==> src/rtl/regwrite_arbiter_pkg.sv <==
// Shared encodings and limits for the register-file write-port arbiter.
package regwrite_arbiter_pkg;

  typedef enum logic [1:0] {
    DST_RT   = 2'b00,
    DST_RD   = 2'b01,
    DST_LINK = 2'b10,
    DST_NONE = 2'b11
  } dst_sel_e;

  localparam logic [4:0] LINK_REG   = 5'd31;
  localparam int         FIFO_DEPTH = 2;
  localparam int         AGE_W      = 3;
  localparam logic [AGE_W-1:0] AGE_LIMIT = 3'd3;
  localparam logic [AGE_W-1:0] AGE_MAX   = '1;

  typedef struct packed {
    logic [4:0]  rd;
    logic [31:0] data;
  } mc_entry_t;

  function automatic logic [31:0] reg_onehot(input logic [4:0] r);
    return 32'd1 << r;
  endfunction

endpackage

==> src/rtl/regwrite_fifo2.sv <==
// Two-entry buffer for multi-cycle results waiting for the register-file write port.
module regwrite_fifo2
  import regwrite_arbiter_pkg::*;
(
  input  logic      Clk,
  input  logic      Rst_n,
  input  logic      push,
  input  mc_entry_t push_entry,
  input  logic      pop,
  output logic [1:0] count,
  output mc_entry_t head
);

  logic      wr_ptr;
  logic      rd_ptr;
  mc_entry_t mem [FIFO_DEPTH];

  // NOTE: state registers use non-blocking assignments so every flop samples pre-edge values.
  always_ff @(posedge Clk or negedge Rst_n) begin
    if (!Rst_n) begin
      wr_ptr <= 1'b0;
      rd_ptr <= 1'b0;
      count  <= '0;
    end else begin
      if (push) wr_ptr <= ~wr_ptr;
      if (pop)  rd_ptr <= ~rd_ptr;
      count <= count + {1'b0, push} - {1'b0, pop};
    end
  end

  // NOTE: data storage is left unreset; count and pointers alone decide what is valid.
  always_ff @(posedge Clk) begin
    if (push) mem[wr_ptr] <= push_entry;
  end

  assign head = mem[rd_ptr];

endmodule

==> src/rtl/regwrite_arbiter.sv <==
// Arbitrates the single register-file write port between pipeline writeback and
// buffered multi-cycle results, and keeps the pending-destination scoreboard.
module regwrite_arbiter
  import regwrite_arbiter_pkg::*;
(
  input  logic        Clk,
  input  logic        Rst_n,
  input  logic        wb_valid,
  input  logic [1:0]  wb_dst_sel,
  input  logic [4:0]  wb_rt,
  input  logic [4:0]  wb_rd,
  input  logic [31:0] wb_data,
  input  logic        mc_issue,
  input  logic [4:0]  mc_issue_reg,
  input  logic        mc_valid,
  input  logic [4:0]  mc_reg,
  input  logic [31:0] mc_data,
  output logic        mc_ready,
  input  logic [4:0]  chk_rs,
  input  logic [4:0]  chk_rt,
  input  logic [4:0]  chk_rd,
  output logic        hz_stall,
  output logic        bub_req,
  output logic        rf_we,
  output logic [4:0]  rf_waddr,
  output logic [31:0] rf_wdata,
  output logic [31:0] busy_mask
);

  logic             wb_write;
  logic [4:0]       wb_dst;
  logic [1:0]       fifo_count;
  logic             fifo_ne;
  logic             push;
  logic             grant_mc;
  mc_entry_t        head;
  logic [AGE_W-1:0] age;
  logic [31:0]      set_mask;
  logic [31:0]      clr_mask;

  assign wb_write = wb_valid && (wb_dst_sel != DST_NONE);
  assign fifo_ne  = (fifo_count != 2'd0);
  assign mc_ready = (fifo_count < 2'(FIFO_DEPTH));
  assign push     = mc_valid && mc_ready;
  assign grant_mc = !wb_write && fifo_ne;

  // NOTE: every always_comb output gets a default first so no latch is inferred.
  always_comb begin
    wb_dst = '0;
    case (wb_dst_sel)
      DST_RT:   wb_dst = wb_rt;
      DST_RD:   wb_dst = wb_rd;
      DST_LINK: wb_dst = LINK_REG;
      default:  wb_dst = '0;
    endcase
  end

  regwrite_fifo2 u_fifo (
    .Clk        (Clk),
    .Rst_n      (Rst_n),
    .push       (push),
    .push_entry ('{rd: mc_reg, data: mc_data}),
    .pop        (grant_mc),
    .count      (fifo_count),
    .head       (head)
  );

  // Writes to $0 are dropped here, yet a $0 head is still popped by grant_mc.
  always_comb begin
    rf_we    = 1'b0;
    rf_waddr = '0;
    rf_wdata = '0;
    if (wb_write) begin
      rf_we    = (wb_dst != 5'd0);
      rf_waddr = wb_dst;
      rf_wdata = wb_data;
    end else if (grant_mc) begin
      rf_we    = (head.rd != 5'd0);
      rf_waddr = head.rd;
      rf_wdata = head.data;
    end
  end

  always_ff @(posedge Clk or negedge Rst_n) begin
    if (!Rst_n) begin
      age <= '0;
    end else if (!fifo_ne || grant_mc) begin
      age <= '0;
    end else if (age != AGE_MAX) begin
      age <= age + 1'b1;
    end
  end

  assign bub_req = (age >= AGE_LIMIT);

  assign set_mask = (mc_issue && mc_issue_reg != 5'd0) ? reg_onehot(mc_issue_reg) : '0;
  assign clr_mask = grant_mc ? reg_onehot(head.rd) : '0;

  // A new reservation outranks the retirement of the same register.
  always_ff @(posedge Clk or negedge Rst_n) begin
    if (!Rst_n) busy_mask <= '0;
    else        busy_mask <= (busy_mask & ~clr_mask) | set_mask;
  end

  always_comb begin
    hz_stall = busy_mask[chk_rs] || busy_mask[chk_rt] || busy_mask[chk_rd];
    if (mc_issue && mc_issue_reg != 5'd0 &&
        (mc_issue_reg == chk_rs || mc_issue_reg == chk_rt || mc_issue_reg == chk_rd))
      hz_stall = 1'b1;
  end

endmodule

==> config.mk <==
export PLATFORM = sky130hd
export DESIGN_NAME = regwrite_arbiter
export DESIGN_NICKNAME = d
export VERILOG_FILES = /design/src/rtl/regwrite_arbiter_pkg.sv /design/src/rtl/regwrite_fifo2.sv /design/src/rtl/regwrite_arbiter.sv
export SDC_FILE = /design/constraint.sdc
export NUM_CORES = 1
export LEC_CHECK = 0
export CAP_MARGIN = 30
export CORE_MARGIN = 4
export CORE_UTILIZATION = 43
export DETAILED_ROUTE_END_ITERATION = 10
export HOLD_SLACK_MARGIN = 0.12
export PLACE_DENSITY = 0.77
export SETUP_SLACK_MARGIN = 0.5
export SYNTH_ARGS = -nofsm -noshare
export SYNTH_HDL_FRONTEND = slang
export SYNTH_SLANG_ARGS = --single-unit
==> constraint.sdc <==
create_clock -name Clk -period 2.7 [get_ports Clk]
set_clock_uncertainty 0.1 [all_clocks]
set_input_delay 0.54 -clock Clk [delete_from_list [all_inputs] [get_ports Clk]]
set_output_delay 0.54 -clock Clk [all_outputs]
set_load 0.05 [all_outputs]
==> summary.txt, run 1 <==
Routing
  • Drt via density: around 6.6
  • WL met3: roughly 3.6 mm
  • Routed metal-1 wire length: a little over 10 mm
  • Met2 routed WL: approximately 15 mm
  • Uppermost layer routed: met4
  • Residual DRC: 0
  • Final wirelength: about 30 mm
  • Vias: roughly 6600
  • Routed Antenna Nets: 0
  • Initial DRC Count: 780
  • Wire per inst: slightly above 30 µm
  • Number of detailed-route iterations in the first pass: 7

Placed design
  • Worst slack, placed: -0.472 ns
  • IO buf count: between 150 and 200
  • Placed cell count: 893
  • Post-DP HPWL: between 10 and 15 mm
  • RD Place Congestion: about 0.96

Synth
  • Cell count after synthesis: 520
  • Post-Syn Nets: between 600 and 700
  • Number of synthesized flops with an enable pin: 74
  • Asr flop ratio synth: approximately a third
  • Syn Area/Cell: ~12 µm²
  • Synth cell types: 50
  • Mux share of post-synthesis cell area: 15.7%
  • Post-Synth XOR/XNOR Area: ~2.9%
  • Compound-cell area share of the yosys netlist: roughly an eighth
  • Sequential area share after synthesis: 53.3%
  • Adder-Cell Fraction of Synth Area: about 1.0%
  • Dominant synthesized flop cell: edfxtp_1
  • Synthesized flop and latch total: ~110
  • Synth Area in Simple Gates: roughly 10%
  • Main combinational cell family by area after synthesis: multiplexers
  • Mapped Area: about 6000 µm²
  • Yosys Warn Count: 0

Setup path
  • Crit path capture type: primary output
  • Most frequent CP cell: nand4_1
  • Startpoint class of the critical path: register
  • Worst Path Buf+Inv: 1
  • CP Cell Sequence: mux4_2 > nand2b_4 > nand4b_1 > nand4_1 > nor3_2 > nand4_1 > buf_6
  • Slowest cell on crit path: mux4_2
  • Top delay family on crit path: simple AND/OR/NAND/NOR gates
  • CP required: 2.06 ns
  • Max Fanout on Critical Path: 3
  • Setup CP Type: register to primary output
  • CP arrival: 2.22 ns
  • Largest stage delay, worst path: 0.46 ns

Timing
  • Pin slew with the least headroom to its limit: just under 0.9 ns
  • Crit path time final: between 2 and 3 ns
  • Peak Freq: approximately 350 MHz
  • Fin. Hold Viols: 0
  • RSZ-0062 raised after global routing: yes
  • Worst setup margin: -0.157 ns
  • # setup viols final: 2
  • Post-route clock period utilization: 106%
  • Slew HR: roughly two fifths
  • Fin Hold WS: 0.122 ns
  • Max-slew violations: 0

CTS
  • Htree depth: 4
  • Num CTS Buffers: 17
  • Root Driver: clkbuf_16
  • Clock latency at the later pin of the worst-skew pair: 0.43 ns
  • Cts hold-fix bufs: 0
  • Clock Path Buffers: 2
  • CTS tree: done
  • Clk slew on worst S/H paths: 0.06 ns
  • Clock sink total: between 100 and 150

GRT
  • Largest net degree at the start of global routing: 40
  • Grt ovf: 0
  • Initial antenna violation count: 0
  • Vias in the first global route: about 6700
  • GR Util All Layers: about 34%
  • First-pass GRT wire length: approximately 41 mm

Final layout
  • Most common cell after layout, fill and taps aside: clkdlybuf4s50_1
  • Most frequent cells in the layout: 86 x clkdlybuf4s50_1, 74 x edfxtp_1, 71 x buf_4, 60 x o21ai_0, 48 x buf_6
  • Fin cells: about 1000
  • Share of layout cells above drive strength 1: a little over two fifths
  • Nets: between 900 and 1000
  • Synth-to-Final Area Change: 84.2%
  • Diodes inserted: 0

Outcome
  • Status: finished with violations
  • Failing checks: negative setup slack

Die
  • I/O pins: ~180
  • Die ar.: 15900 µm²
  • Die X: between 100 and 150 µm
  • Core Area: around 13000 µm²
  • Die height: roughly 130 µm
  • Starting Density: between 40 and 50%
  • Rows: 42

Power and ir drop
  • VDD IR max: 0.751 mV
  • PD cells: 1170 nW/µm²
  • Leak Pwr: about 4.3 nW

Hold path
  • Hold/Removal Path Class: primary input to asynchronous set/reset pin

Flow run
  • Max Cap Viol: 0
==> worst paths after layout <==
path	start	endpoint	slack [ns]	cells after the start
worst max-delay path	busy_mask[13]	hz_stall	-0.16	7
worst min-delay path	Rst_n	u_fifo.count[1]	0.12	1
worst max register to register	u_fifo.rd_ptr	busy_mask[31]	0.33	9
worst min register to register	u_fifo.wr_ptr	u_fifo.wr_ptr	0.47	1
max in group asynchronous	Rst_n	busy_mask[18]	1.75	1
min in group Clk	u_fifo.wr_ptr	u_fifo.wr_ptr	0.47	1
==> metrics by stage <==
| stage | util, % | instance area [µm²] | total power [mW] | TNS (ns) |
|---|---|---|---|---|
| after floorplan | - | 6450 | 6.15 | 0 |
| after global placement | 64.2 | 8640 | 7.83 | -3.66 |
| after detailed placement | 64.2 | 8640 | 7.94 | -4.39 |
| after CTS | 80.3 | 10800 | 12.0 | -0.104 |
| after global routing | 82.2 | 11100 | 13.2 | -0.255 |
| final | 82.2 | 11100 | 12.9 | -0.168 |
==> sequential cells by signal, indices dropped and copies added, names as in the netlist <==
register,flops
age,3
u_fifo.rd_ptr,1
busy_mask,32
u_fifo.wr_ptr,1
u_fifo.count,2
u_fifo.mem,74
==> what timing repair did <==
| item | 4_1_cts | 5_1_grt |
|---|---|---|
| cloned | 12 | 0 |
| pin swaps | 51 | 30 |
| buffers inserted | 49 | 12 |
| resized for setup | 282 | 51 |
| setup endpoints to repair | 74 | 55 |
==> layer usage <==
layer,GRT usage [%],vias to the layer above
met5,0,-
met2,56.8,680
li1,-,2549
met3,8.98,166
met4,15.9,0
met1,40.2,3188
==> where the power goes <==
group | switching [mW] | internal [mW] | leakage [nW] | total (mW)
sequential | 0.633 | 2.39 | 1.14 | 3.02
clock | 0.939 | 1.63 | 0.300 | 2.57
combinational | 4.11 | 3.20 | 2.89 | 7.31
==> worst reg2reg max path, delay by kind of cell (launching register included) <==
family                 cells  cell delay [ns]
and+or+nand+nor            2             0.34
DFF                        1             0.49
AOI/OAI and AO/OA          3             0.75
buffers and inverters      4             0.55
==> cell families after synthesis <==
logic type / count (synthesis)
buffers and inverters: 46
muxes: 73
and+or+nand+nor: 125
DFF: 113
adders and majority gates: 5
AOI/OAI and AO/OA: 138
xor gates and xnor gates: 20
==> cells in the mapped netlist, drive strengths merged (6+ instances only) <==
| master | instances | area share (%) |
|---|---|---|
| xnor2 | 9 | 1.3 |
| nand3 | 11 | 0.92 |
| nand2b | 9 | 1.1 |
| inv | 15 | 0.94 |
| nand2 | 53 | 3.3 |
| nor2 | 16 | 1.0 |
| edfxtp | 74 | 37 |
| dfrtp | 39 | 16 |
| mux4 | 15 | 6.0 |
| o311ai | 6 | 0.88 |
| clkbuf | 19 | 1.2 |
| nand4 | 6 | 0.63 |
| buf | 12 | 1.4 |
| o21ai | 102 | 8.5 |
| xor2 | 11 | 1.6 |
| mux2i | 56 | 9.3 |
| nor2b | 10 | 1.0 |
==> area by class of cell <==
cell class / count / area, µm²
flip-flops and latches: 113 / 3210
clock buffers: 17 / 425
clock inverters: 15 / 215
fillers: 610 / 2390
repair buffers: 301 / 3280
inverters: 15 / 60.1
multi-input cells: 361 / 3650
well taps: 176 / 220
Power figures use the tool's default switching activity.
==> inputs of run 2 (changes only) <==
ABC_AREA = 0   (was default)
RECOVER_POWER = 50   (was default)
==> run 2 against run 1 <==
Via count shrank 0.30%. Highest routed layer is now met5. Sequential share of layout area increased by 0.18 points. Design area is 0.67% lower. Register-to-register slack worse by 0.25 ns. Largest power group unchanged. Die area is the same. Global-route usage stayed put. Critical endpoint is now rf_we. First-iteration DRC count up 7.9%. Routed wire length down 0.11%. The run ends with max-capacitance violations, max-slew violations, negative setup slack left. Power shrank 0.70%.
==> summary.txt, run 2 (synthesized netlist as in run 1, its figures left out) <==
Setup path
  • Max Fanout on Critical Path: 5
  • Worst Path Buf+Inv: 3
  • CP Cell Sequence: clkbuf_1 > buf_6 > nand2b_4 > o32ai_4 > nand2_2 > nor2_2 > o211ai_1 > buf_6
  • Largest stage delay, worst path: approximately 0.55 ns
  • Startpoint class of the critical path: register
  • Crit path capture type: primary output
  • CP required: about 2.1 ns
  • Most frequent CP cell: buf_6
  • Slowest cell on crit path: dfrtp_1
  • Top delay family on crit path: buffers and inverters
  • CP arrival: between 2 and 2.5 ns
  • Setup CP Type: register to primary output

Final layout
  • Area occupied by multi-input gates: 3630 µm²
  • FF/Latch Area: about 3200 µm²
  • Share of layout cells above drive strength 1: between 40% and 50%
  • Largest regs: u_fifo.mem: 74 flops, busy_mask: 32 flops, age: 3 flops
  • Post-layout util: about four fifths
  • Fill count: roughly 630
  • Nets: between 900 and 1000
  • Most frequent cells in the layout: 74 x edfxtp_1, 71 x buf_4, 60 x o21ai_0, 48 x clkdlybuf4s50_1, 46 x buf_6
  • Diodes inserted: 0
  • Fin cells: 998
  • Synth-to-Final Area Change: 83.0%
  • Most common cell after layout, fill and taps aside: edfxtp_1
  • Max FFs per register: between 70 and 80
  • Reg with most FFs: u_fifo.mem

Timing
  • Crit path time final: 2.88 ns
  • Fin. Hold Viols: 0
  • Post-route clock period utilization: 107%
  • Peak Freq: between 300 and 400 MHz
  • Worst setup margin: -0.181 ns
  • Slew HR: -40.8%
  • Pin slew with the least headroom to its limit: 2.11 ns
  • RSZ-0062 raised after global routing: yes
  • Max-slew violations: 40
  • # setup viols final: 3

Routing
  • Residual DRC: 0
  • Drt via density: about 6.6
  • Routed Antenna Nets: 0
  • Wire per inst: ~30 µm
  • Vias: ~6600
  • Initial DRC Count: between 800 and 900
  • Number of detailed-route iterations in the first pass: 8
  • Final wirelength: just over 30 mm

CTS
  • Num CTS Buffers: 17
  • Clock Path Buffers: 2
  • Root Driver: clkbuf_16
  • Clock sink total: around 110
  • Clock latency at the later pin of the worst-skew pair: 0.43 ns
  • Htree depth: 4
  • Cts hold-fix bufs: 0
  • Clk slew on worst S/H paths: 0.06 ns
  • CTS tree: done

Power and ir drop
  • Leak Pwr: between 4 and 5 nW
  • PD cells: approximately 1200 nW/µm²
  • VDD IR max: roughly 0.74 mV
  • Tot Pwr: ~13 mW

GRT
  • First-pass GRT wire length: approximately 41 mm
  • GR Util All Layers: between 30% and 40%
  • GR peak layer: met2
  • Met1 Track Usage GR: roughly 40%
  • Vias in the first global route: between 6000 and 7000
  • Met3 Use GR: between 8 and 9%
  • Initial antenna violation count: 1
  • Largest net degree at the start of global routing: 40
  • Met2 Resource Use GR: about 57%
  • Grt ovf: 0

Hold path
  • Hold/Removal Path Class: register to register

Placed design
  • IO buf count: 178
  • RD Place Congestion: approximately 0.96
  • Placed cell count: 893
  • Post-DP HPWL: 13.8 mm

Die
  • Rows: 42
  • Die height: about 130 µm
  • Starting Density: between 40 and 50%
  • Core Area: between 10000 and 15000 µm²
  • Die X: 126 µm
  • I/O pins: between 150 and 200
  • Die ar.: 15900 µm²

Flow run
  • Max Cap Viol: 1

Outcome
  • Failing checks: max-capacitance violations, max-slew violations, negative setup slack
  • Status: finished with violations
==> run 2: worst paths after layout <==
check | from | end | slack (ns) | cells after the start
setup / recovery | u_fifo.rd_ptr | rf_we | -0.18 | 8
hold / removal | u_fifo.wr_ptr | u_fifo.wr_ptr | 0.42 | 1
setup reg to reg | u_fifo.count[1] | u_fifo.mem[0][35] | 0.08 | 4
hold reg to reg | u_fifo.wr_ptr | u_fifo.wr_ptr | 0.42 | 1
max in group asynchronous | Rst_n | busy_mask[23] | 0.50 | 1
min in group asynchronous | Rst_n | u_fifo.count[1] | 0.62 | 1
==> run 2: routing by layer <==
| layer | vias to the layer above | routed length [µm] |
|---|---|---|
| li1 | 2550 | - |
| met1 | 3191 | 10300 |
| met2 | 645 | 14600 |
| met3 | 175 | 3480 |
| met4 | 2 | 1840 |
| met5 | - | 12 |
==> run 2: metrics by stage <==
stage                     area (µm²)  setup WS [ns]  setup TNS, ns  hold slack [ns]
final                          11000         -0.181         -0.333            0.425
after global routing           11000         -0.232          -1.66            0.459
after CTS                      10800         -0.104         -0.104            0.165
after detailed placement        8640         -0.472          -4.39            0.437
after global placement          8640         -0.467          -3.66            0.423
after floorplan                 6450         0.0277              0            0.144
==> run 2: layout make-up <==
cell class / instances / area share, %
repair buffers: 301 / 29.3
clock inverters: 15 / 1.96
well taps: 176 / 2.00
inverters: 15 / 0.547
clock buffers: 17 / 3.87
flip-flops and latches: 113 / 29.2
multi-input cells: 361 / 33.1
==> run 2: repair_timing <==
action	4_1_cts	5_1_grt
endpoints found under the setup margin	74	55
pin swaps	51	30
setup buffers	49	12
gates resized for setup	282	51
gates cloned	12	0
==> run 2: power breakdown <==
group | internal, mW | leakage, nW | switching [mW] | total [mW]
logic | 3.13 | 2.87 | 4.10 | 7.23
clock network | 1.63 | 0.300 | 0.938 | 2.57
registers | 2.39 | 1.15 | 0.625 | 3.01
